--- src/rtl/instr_fetch_unit.sv ---
// Instruction fetch: sequential PCs, credit-limited imem requests and an in-order prefetch
// queue presenting {pc, instr} to decode. Define FETCH_BYPASS_EN for the zero-latency response path.
module instr_fetch_unit #(
    parameter logic [31:0] RESET_PC = 32'h0000_0000,
    parameter int          DEPTH    = 2
) (
    input  logic        clk,
    input  logic        rst_n,
    output logic        imem_req_valid,
    input  logic        imem_req_ready,
    output logic [31:0] imem_req_addr,
    input  logic        imem_rsp_valid,
    input  logic [31:0] imem_rsp_data,
    input  logic        redirect_valid,
    input  logic [31:0] redirect_pc,
    output logic        dec_valid,
    input  logic        dec_ready,
    output logic [31:0] dec_instr,
    output logic [31:0] dec_pc
);
    localparam int          AW    = $clog2(DEPTH);
    localparam int          CW    = AW + 1;
    localparam logic [CW:0] LIMIT = (CW + 1)'(DEPTH);

    // Both channels: a beat transfers on a cycle where valid & ready are high at the rising edge.
    logic [31:0]   r_fetch_pc;
    logic [31:0]   r_q_instr [DEPTH];
    logic [31:0]   r_q_pc    [DEPTH];
    logic [31:0]   r_sh_pc   [DEPTH];
    logic [AW:0]   r_q_wr;
    logic [AW:0]   r_q_rd;
    logic [AW:0]   r_sh_wr;
    logic [AW:0]   r_sh_rd;
    logic [CW-1:0] r_outstanding;
    logic [CW-1:0] r_discard;

    logic [AW:0]   w_q_count;
    logic          w_q_empty;
    logic [CW:0]   w_credit_used;
    logic          w_req_fire;
    logic          w_rsp_keep;
    logic          w_bypass;
    logic          w_push;
    logic          w_pop;
    logic [CW-1:0] w_out_after_rsp;

    assign w_q_count      = r_q_wr - r_q_rd;
    assign w_q_empty      = (r_q_wr == r_q_rd);
    assign w_credit_used  = {1'b0, w_q_count} + {1'b0, r_outstanding};
    assign imem_req_valid = rst_n & ~redirect_valid & (w_credit_used < LIMIT);
    assign imem_req_addr  = r_fetch_pc;
    assign w_req_fire     = imem_req_valid & imem_req_ready;

    // Wrong-path words are dropped while discard is nonzero or during a redirect cycle.
    assign w_rsp_keep = imem_rsp_valid & ~redirect_valid & (r_discard == '0);

`ifdef FETCH_BYPASS_EN
    assign w_bypass = w_rsp_keep & w_q_empty;
`else
    assign w_bypass = 1'b0;
`endif

    assign dec_valid       = (~w_q_empty | w_bypass) & ~redirect_valid;
    assign w_pop           = dec_valid & dec_ready & ~w_q_empty;
    assign w_push          = w_rsp_keep & ~(w_bypass & dec_ready);
    assign w_out_after_rsp = r_outstanding - CW'(imem_rsp_valid);

    always_comb begin
        dec_instr = '0;
        dec_pc    = '0;
        if (!w_q_empty) begin
            dec_instr = r_q_instr[r_q_rd[AW-1:0]];
            dec_pc    = r_q_pc[r_q_rd[AW-1:0]];
        end else if (w_bypass) begin
            dec_instr = imem_rsp_data;
            dec_pc    = r_sh_pc[r_sh_rd[AW-1:0]];
        end
    end

    always_ff @(posedge clk) begin
        if (!rst_n) begin
            r_fetch_pc    <= RESET_PC;
            r_q_wr        <= '0;
            r_q_rd        <= '0;
            r_sh_wr       <= '0;
            r_sh_rd       <= '0;
            r_outstanding <= '0;
            r_discard     <= '0;
        end else begin
            r_outstanding <= w_out_after_rsp + CW'(w_req_fire);
            // The shadow PC queue tracks every in-flight request, including ones to be discarded.
            r_sh_wr       <= r_sh_wr + (AW + 1)'(w_req_fire);
            r_sh_rd       <= r_sh_rd + (AW + 1)'(imem_rsp_valid);
            if (redirect_valid) begin
                r_fetch_pc <= {redirect_pc[31:2], 2'b00};
                r_discard  <= w_out_after_rsp;
                r_q_rd     <= r_q_wr;
            end else begin
                if (w_req_fire) begin
                    r_fetch_pc <= r_fetch_pc + 32'd4;
                end
                if (imem_rsp_valid && (r_discard != '0)) begin
                    r_discard <= r_discard - CW'(1);
                end
                r_q_wr <= r_q_wr + (AW + 1)'(w_push);
                r_q_rd <= r_q_rd + (AW + 1)'(w_pop);
            end
        end
    end

    always_ff @(posedge clk) begin
        if (w_req_fire) begin
            r_sh_pc[r_sh_wr[AW-1:0]] <= r_fetch_pc;
        end
        if (w_push) begin
            r_q_instr[r_q_wr[AW-1:0]] <= imem_rsp_data;
            r_q_pc[r_q_wr[AW-1:0]]    <= r_sh_pc[r_sh_rd[AW-1:0]];
        end
    end
endmodule

--- config.mk ---
export PLATFORM = sky130hd
export DESIGN_NAME = instr_fetch_unit
export DESIGN_NICKNAME = d
export VERILOG_FILES = /design/src/rtl/instr_fetch_unit.sv
export SDC_FILE = /design/constraint.sdc
export NUM_CORES = 1
export LEC_CHECK = 0
export CORE_MARGIN = 2
export CORE_UTILIZATION = 57
export DETAILED_ROUTE_END_ITERATION = 12
export PLACE_DENSITY = 0.91
export REMOVE_ABC_BUFFERS = 1
export SKIP_CTS_REPAIR_TIMING = 1
export SLEW_MARGIN = 20
export SYNTH_ARGS = -nofsm -noshare
export SYNTH_HDL_FRONTEND = slang
export SYNTH_SLANG_ARGS = --single-unit
--- constraint.sdc ---
create_clock -name clk -period 5.1 [get_ports clk]
set_clock_uncertainty 0.2 [all_clocks]
set_input_delay 0.51 -clock clk [delete_from_list [all_inputs] [get_ports clk]]
set_output_delay 0.51 -clock clk [all_outputs]
set_load 0.01 [all_outputs]
==> results of run 1 <==
-- cell usage after synthesis, drive strengths merged, types with 3 or more instances --
master and count:
xor2 8, or4 12, xnor2 9, nand2 32, nor2 83, edfxtp 184
and4 7, and2 6, o21ai 20, a31oi 9, buf 7, mux2i 64
a211oi 6, or3 4, dfxtp 42, clkinv 3, nand4 17, a32oi 5
nand3 9, ha 10, nor4 6, o211ai 10, and3 4, a21oi 8
o31ai 6, nand2b 8, inv 12, nor3 4, clkbuf 31, mux2 30
-- registers in the layout (all words and copies together), names as in the netlist, named ones only --
name / cells
r_q_rd: 2
r_outstanding: 2
r_q_pc: 60
r_sh_pc: 60
r_q_instr: 64
r_sh_wr: 1
r_discard: 2
r_q_wr: 2
imem_req_addr: 30
r_sh_rd: 1
-- stage by stage --
step / hold slack [ns] / utilization [%] / setup WS, ns / total power [W]
detailed placement: 0.301 / 70.0 / 1.25 / 0.00275
global placement: 0.285 / 70.0 / 1.30 / 0.00273
CTS: 0.313 / 74.2 / 1.23 / 0.00423
finish: 0.310 / 74.4 / 1.23 / 0.00421
floorplan: 0.271 / - / 1.08 / 0.00246
global route: 0.351 / 74.4 / 1.01 / 0.00435
-- where the power goes --
part	switching, W	internal (W)
registers	0.0000649	0.00210
clock network	0.000638	0.000857
logic	0.000276	0.000277
total	0.000979	0.00323
-- worst min-delay path, stage by stage (launching register included) --
cell and delay (ns):
dfxtp_1 0.33, nand2_1 0.07, a21oi_1 0.05
-- cell usage in the layout (no fill, tap or decap), drive strengths merged, types with 5 or more instances in the layout --
cell type | Yosys | final
edfxtp | 184 | 184
clkdlybuf4s50 | 0 | 161
nor2 | 83 | 83
mux2i | 64 | 64
dfxtp | 42 | 42
clkbuf | 31 | 33
nand2 | 32 | 32
mux2 | 30 | 30
o21ai | 20 | 20
nand4 | 17 | 17
inv | 12 | 12
or4 | 12 | 12
o211ai | 10 | 10
buf | 7 | 10
ha | 10 | 10
xnor2 | 9 | 9
a31oi | 9 | 9
nand3 | 9 | 9
xor2 | 8 | 8
nand2b | 8 | 8
a21oi | 8 | 8
and4 | 7 | 7
and2 | 6 | 6
a211oi | 6 | 6
nor4 | 6 | 6
o31ai | 6 | 6
clkinv | 3 | 6
a32oi | 5 | 5
-- logic make-up (layout without fill, tap and decap cells) --
family,Yosys count,after routing,share of synthesized area [%]
muxes,94,94,10.5
other,1,4,0.0401
and+or+nand+nor,199,199,10.6
adders and majority gates,11,11,1.55
xor gates and xnor gates,17,17,1.59
DFF,226,226,68.1
AOI/OAI and AO/OA,73,73,5.22
buffers and inverters,53,224,2.33
-- final timing paths --
check	cells after the start	from	to	slack, ns
setup / recovery	10	r_q_wr[0]	r_sh_pc[0][4]	1.23
hold / removal	2	r_q_wr[1]	r_q_rd[1]	0.31
setup reg to reg	10	r_q_wr[0]	r_sh_pc[0][4]	1.23
hold reg to reg	2	r_q_wr[1]	r_q_rd[1]	0.31
-- metal layers --
metal | part of all wire, % | vias to the layer above | GRT usage [%] | routed length [um]
met5 | 0 | - | 0 | 0
met4 | 2.9 | 0 | 7.55 | 591
met3 | 7.7 | 51 | 4.96 | 1550
met2 | 49 | 240 | 38.4 | 9860
met1 | 40 | 2931 | 29.3 | 8130
li1 | - | 2856 | - | -
-- layout make-up --
class / count / share of cell area, %
flip-flops and latches: 226 / 53.7
multi-input cells: 398 / 23.5
repair buffers: 171 / 14.4
clock buffers: 33 / 5.34
well taps: 216 / 2.28
inverters: 15 / 0.475
clock inverters: 5 / 0.274
==> results.cfg, run 1 <==
[clock_network]
clk_latency_ns = 0.50
clockBufferDepth = 3
clock-sinks = 226
cts_tree = built
cts.root.buffer_cell = clkbuf_16
htreeDepth = 1
clk_pin_slew_worst_paths_ns = 0.06
cts_made_buffers = 22

[worst_hold_path]
hold_class = reg -> reg

[critical_path]
crit_path_start_kind = flop
slowest_delay_ns = 0.68
worstPathArrival_ns = 3.85
crit_type = reg -> reg
critPathTopFamily = adder cells
cp.required_ns = 5.08
endpoint_kind = flop
critPathSlowestCell = ha_1
critical_path.cell_chain = inv_1, ha_1, inv_1, nand2_1, fa_1, and4b_1, nand2_1, clkinv_1, ha_1, buf_4
crit_path_max_fanout = 19
path_buf_inv = 4

[logic_synthesis]
syn_area_per_cell_sq_um = 13.9
yosysUniqueCellTypes = 49
ys_seq_elements = 226
synthFlopType = edfxtp_1
syn_inst = 674
yosys.area.top_type = edfxtp_1
synthTopCellsByArea = edfxtp_1 (59%), dfxtp_1 (9.0%), mux2i_1 (6.9%), mux2_2 (3.6%), nor2_1 (3.3%)
synth_edf_count = 184
yosysSeqAreaShare_pct = 68.1
synthArstFlopShare_pct = 0
mappedNetlistArea_sq_um = 9340
yosysWarnings = 0
yosysTopAreaCellShare_pct = 59.1

[die]
io_pins = 168
dieWidth_um = 132
core_area_sq_um = 15900
die-height_um = 132
rows = 46
initial_utilization_pct = 58.6
die_area_sq_um = 17400

[power]
cellPowerDensity_nw_per_um2 = 355
ir_drop_mv = 0.211
leakage_nw = 3.88

[timing]
finalSetupTns_ns = 0
finalHoldViolations = 0
setup_viol = 0
fin_crit_sh_pct = 75.9
drv_slew = 0
worst_slew_pin_slew_ns = 1.06
max_freq_mhz = 258
rsz0062_at_grt = no
finalCriticalPeriod_ns = 3.87
slew_headroom_pct = 28.7

[placement]
dpl.cell_count = 1025
globalplace.congestion = 0.849
port_buffers = 161
post_dp_cell_area_sq_um = 11200
dp_hpwl_um = 12700

[final_layout]
n_fill_cell = 1013
antenna_cells = 0
drive_gt1_share_pct = 8.84
fin_cells = 1064
multiInputGateArea_sq_um = 2790
syn2layout_area_growth_pct = 27.0
finalNetCount = 915
seq_area_sq_um = 6370
design_area_sq_um = 11900

[global_route]
grt_max_degree = 64
grt-ovfl-total = 0
grt_pass1_wl_um = 31600
antenna_found_initial = 0
grt_use_total_pct = 22.7
grt_pass1_vias = 6013

[route]
via_per_inst = 5.71
routed_wl_um = 20100
dr.pass1.iters = 5
routedWlPerCell_um = 18.9
final_antenna_net_count = 0
drc = 0
route.vias.total = 6078
drt_iter0_markers = 474

[flow_run]
maxCapViolCount = 0

[outcome]
outcome = finished, final reports clean
Power figures use the tool's default switching activity.
==> run 2: changes to the inputs <==
--- a/config.mk
+++ b/config.mk
@@ -6,9 +6,9 @@
 export NUM_CORES = 1
 export LEC_CHECK = 0
 export CORE_MARGIN = 2
-export CORE_UTILIZATION = 57
+export CORE_UTILIZATION = 47
 export DETAILED_ROUTE_END_ITERATION = 12
-export PLACE_DENSITY = 0.91
+export PLACE_DENSITY = 0.81
 export REMOVE_ABC_BUFFERS = 1
 export SKIP_CTS_REPAIR_TIMING = 1
 export SLEW_MARGIN = 20
==> constraint.sdc (replaced) <==
create_clock -name clk -period 3.2 [get_ports clk]
set_clock_uncertainty 0.2 [all_clocks]
set_input_delay 0.32 -clock clk [delete_from_list [all_inputs] [get_ports clk]]
set_output_delay 0.32 -clock clk [all_outputs]
set_load 0.01 [all_outputs]
==> run 2 against run 1 <==
Final cell count up 6.5%. Via count up 0.66%. Count of clock-buffer cells in the layout down 1. Hold slack worse by 0.12 ns. Utilization down 12 points. Critical endpoint is now imem_req_addr[22].
==> results.cfg, run 2 (synthesis gave the netlist of run 1 again) <==
[timing]
max_freq_mhz = 329
drv_slew = 0
fin_ws_ns = 0.164
worst_slew_pin_slew_ns = 0.669
finalHoldViolations = 0
slew_headroom_pct = 55.0
hold_ws_ns = 0.195
finalSetupTns_ns = 0
fin_crit_sh_pct = 94.9
finalCriticalPeriod_ns = 3.04
setup_viol = 0
rsz0062_at_grt = no

[power]
p_clk_share_pct = 37.3
leakage_nw = 4.02
swShare_pct = 23.1
p_sw_w = 0.00160
ir_drop_mv = 0.387
seqPwrFrac_pct = 49.6
p_comb_share_pct = 13.1
cellPowerDensity_nw_per_um2 = 571
power.internal_w = 0.00534

[final_layout]
finalNetCount = 933
antenna_cells = 0
largest_register_ffs = 64
final_cell_mix = edfxtp_1 (184), clkdlybuf4s50_1 (160), nor2_1 (82), mux2i_1 (64), dfxtp_1 (40)
fin_cells = 1133
drive_gt1_share_pct = 11.2
n_fill_cell = 1495
syn2layout_area_growth_pct = 30.3
layout_commonest_cell = edfxtp_1

[route]
via_per_inst = 5.40
drc = 0
final_antenna_net_count = 0
route.vias.total = 6118
drt_iter0_markers = 426
dr.pass1.iters = 5
routed_wl_um = 20400
routedWlPerCell_um = 18.0

[clock_network]
cts_tree = built
clk_pin_slew_worst_paths_ns = 0.06
cts.root.buffer_cell = clkbuf_16
clock-sinks = 226
clk_latency_ns = 0.50
htreeDepth = 1
cts_made_buffers = 23
clockBufferDepth = 3

[critical_path]
crit_type = reg -> reg
timing.rr.start = r_q_wr[0]
cp.required_ns = 3.42
cp-startpoint = r_q_wr[0]
worstPathArrival_ns = 3.26
crit_path_max_fanout = 13
endpoint_kind = flop
crit_path_start_kind = flop

[die]
dieWidth_um = 145
die_area_sq_um = 21000
die-height_um = 145
rows = 51
io_pins = 168
core_area_sq_um = 19500
initial_utilization_pct = 48.0

[global_route]
grt-ovfl-total = 0
grt_pass1_wl_um = 31900
grt_max_degree = 45
antenna_found_initial = 0
grt_pass1_vias = 5899
grt_use_total_pct = 19.1

[placement]
port_buffers = 161
dp_hpwl_um = 14000
globalplace.congestion = 0.885
dpl.cell_count = 1092
place_ws_ns = 0.0148

[outcome]
outcome = finished, final reports clean

[flow_run]
maxCapViolCount = 0

[worst_hold_path]
hold_start = imem_rsp_data[27]
hold_class = in -> reg
==> run 2: cell types whose count changed in the layout (fill, tap and decap cells not counted), sizes merged <==
cell and delta:
buf +17, bufinv +2, clkinv +2, clkbuf -1, clkdlybuf4s50 -1, dlymetal6s2s +1
==> run 2: cell type report <==
class | count | area (sq um) | share of cell area [%]
timing repair buffer | 188 | 1880 | 15.4
clock buffer | 32 | 629 | 5.17
inverter | 15 | 56.3 | 0.463
clock inverter | 9 | 101 | 0.833
sequential | 226 | 6370 | 52.3
tap | 265 | 332 | 2.72
multi-input combinational | 398 | 2800 | 23.0
==> run 2: critical path, cell delays in order (launching register included) <==
cell     delay, ns
dfxtp_2       0.37
inv_1         0.10
ha_1          0.29
inv_1         0.11
nand2_1       0.08
fa_1          0.52
and4_1        0.36
nand2_2       0.21
or4_1         0.54
a31oi_1       0.19
==> run 2: metal layers <==
metal | global-route usage (%) | part of all wire (%) | routed length, um
met1 | 25.0 | 42 | 8610
met2 | 32.2 | 48 | 9840
met3 | 4.21 | 7.8 | 1580
met4 | 5.15 | 1.7 | 339
met5 | 0 | 0 | 0
==> run 2: power groups by stage <==
stage	sequential [W]	clock [W]	combinational [W]
6_report	0.00345	0.00259	0.000910
5_1_grt	0.00346	0.00275	0.000985
4_1_cts	0.00345	0.00263	0.000919
3_5_place_dp	0.00351	0	0.000914
2_1_floorplan	0.00351	0	0.000402
3_3_place_gp	0.00350	0	0.000896
==> run 2: through the flow <==
stage | util, % | cell area [sq um] | total power (W)
2_1_floorplan | - | 9190 | 0.00391
6_report | 62.5 | 12200 | 0.00695
3_5_place_dp | 58.8 | 11400 | 0.00442
4_1_cts | 62.5 | 12200 | 0.00699
5_1_grt | 62.5 | 12200 | 0.00720
3_3_place_gp | 58.8 | 11400 | 0.00440
==> run 2: final timing paths <==
kind                                           to  slack (ns)  cells past startpoint
worst max register to register  imem_req_addr[22]        0.16                      9
worst min register to register          r_q_rd[1]        0.30                      2
worst max-delay path            imem_req_addr[22]        0.16                      9
worst min-delay path             r_q_instr[0][27]        0.20                      1
==> variant: new RTL, settings of run 2 <==
Add a define of `FETCH_BYPASS_EN`.
--- a/src/rtl/instr_fetch_unit.sv
+++ b/src/rtl/instr_fetch_unit.sv
@@ -2,2 +2,4 @@
 // queue presenting {pc, instr} to decode. Define FETCH_BYPASS_EN for the zero-latency response path.
+`define FETCH_BYPASS_EN
+
 module instr_fetch_unit #(
Function: changed (Yosys sat finds a counterexample within 4 cycles, from zero or initial values and one cycle with rst_n low).
==> variant against run 2 <==
Power grew 2.3%. Count of clock-buffer cells in the layout is the same. Worst setup slack lost 0.098 ns. Cell area up 4.1%. Non-clock buffer count grew 9. Synthesized area up 3.9%. Wire length rose by 15%. Combinational power up 24%. Sequential cell count unchanged.
==> variant: results (changes against run 2) <==
* Top cells by area, synth: edfxtp_1 (57%), dfxtp_1 (8.7%), mux2i_1 (6.7%)
* GRT Resource Usage Total at 20.18% (+1.1 points)
* Outcome: completed
* PortBufs at 161 (unchanged)
* Vias in the first global route at 6568 (+11%)
* Leakage power at 4.177 nW (+3.8%)
* Vias at 6811 (+11%)
* Initial antenna violation count at 0 (unchanged)
* Worst VDD drop at 0.0003622 V (-6.5%)
* Clk_lat worst skew at approximately 0.5 ns
* Critical Path Fanout Max at 4 (-9)
* Layout net count at 993 (+6.4%)
* CTS Buf Count at 22 (-4.3%)
* Post-DP HPWL at 14.29 mm (+2.1%)
* H-Tree Depth at 1 (unchanged)
* Period minus WS final at 3.134 ns (+0.09788 ns)
* Max reg flops at 64 (unchanged)
* Sequential area share after synthesis at 65.57% (-2.6 points)
* Largest net degree at the start of global routing at 63 (+40%)
* Actual slew at the worst max-slew pin at 0.5618 ns (-0.1072 ns)
* Routed WL at 23.52 mm (+15%)
* GP Congestion at 0.8594 (-2.9%)
* Data arrival time of the critical path at 2.61 ns (-0.65 ns)
* First-pass GRT wire length at 35.00 mm (+9.6%)
* Layout cell share with drive strength beyond 1 at 12.50% (+1.3 points)
* Synth cell types at 54 (+10%)
* Commonest cells post-synth: edfxtp_1 (184), o21ai_0 (84), nand3_1 (74)
* DRT iter0 DRCs at 546 (+28%)
==> variant: cell count changes after synthesis, moves of 8 or more <==
cell      delta
clkbuf_1     +9
nand2_1     -11
nand3_1     +66
nor2_1      -61
o211ai_1     -8
o21ai_0     +64
or4_1       -10
==> variant: critical path, stage by stage (launching register included) <==
cell and delay, ns:
dfxtp_1 0.31, inv_1 0.13, ha_2 0.34, nand2b_1 0.17, fa_1 0.52, buf_4 0.13, and4b_1 0.22, buf_4 0.14
dlymetal6s2s_1 0.16
==> variant: final cells by class <==
cell class	instances	area, µm²
clock buffers	32	629.4
clock inverters	8	93.84
fillers	1552	7564
inverters	16	60.06
multi-input cells	449	3153
flip-flops and latches	226	6370
well taps	270	337.8
repair buffers	197	2027
==> variant: report_power, final <==
group / internal [W] / leakage (nW) / total [W] / switching [W]
clock network: 0.00153 / 0.344 / 0.00257 / 0.00104
logic: 0.000557 / 1.81 / 0.00113 / 0.000573
registers: 0.00332 / 2.02 / 0.00341 / 0.0000893
==> variant: metrics by stage <==
step                      worst slack [ns]  total power (W)  instance area (µm²)  instances
final                              0.06619         0.007106                12670       1198
after detailed placement            0.1663         0.004545                11830       1151
after global routing              -0.03895         0.007376                12670       1198
after floorplan                     -2.029         0.003948                 9507        689
after global placement              0.2298         0.004519                11830       1151
after CTS                          -0.2511         0.007100                12550       1191
==> variant: routing by layer <==
| layer | up-vias | wire, µm | global-route usage [%] |
|---|---|---|---|
| li1 | 3171 | - | - |
| met1 | 3303 | 9871 | 27.74 |
| met2 | 297 | 11420 | 33.33 |
| met3 | 40 | 1796 | 3.148 |
| met4 | 0 | 427 | 6.154 |
| met5 | - | 0 | 0 |
==> variant: logic make-up after synthesis <==
| group | count (synthesis) | synth area share [%] |
|---|---|---|
| simple gates | 187 | 10.34 |
| flops | 226 | 65.57 |
| fa+ha+maj | 11 | 1.495 |
| other cells | 1 | 0.03862 |
| buf+inv | 68 | 2.822 |
| xor+xnor | 17 | 1.534 |
| mux | 95 | 10.18 |
| compound gates | 133 | 8.028 |
==> variant: path summary, 6_finish.rpt <==
| kind | end | cells past startpoint | startpoint | slack [ns] |
|---|---|---|---|---|
| setup / recovery | imem_req_valid | 8 | r_q_wr[0] | 0.07 |
| hold reg to reg | flip-flop | 2 | r_sh_rd[0] | 0.32 |
| setup reg to reg | imem_req_addr[20] | 8 | r_q_wr[0] | 0.08 |
| hold / removal | imem_req_addr[26] | 3 | redirect_pc[26] | 0.24 |
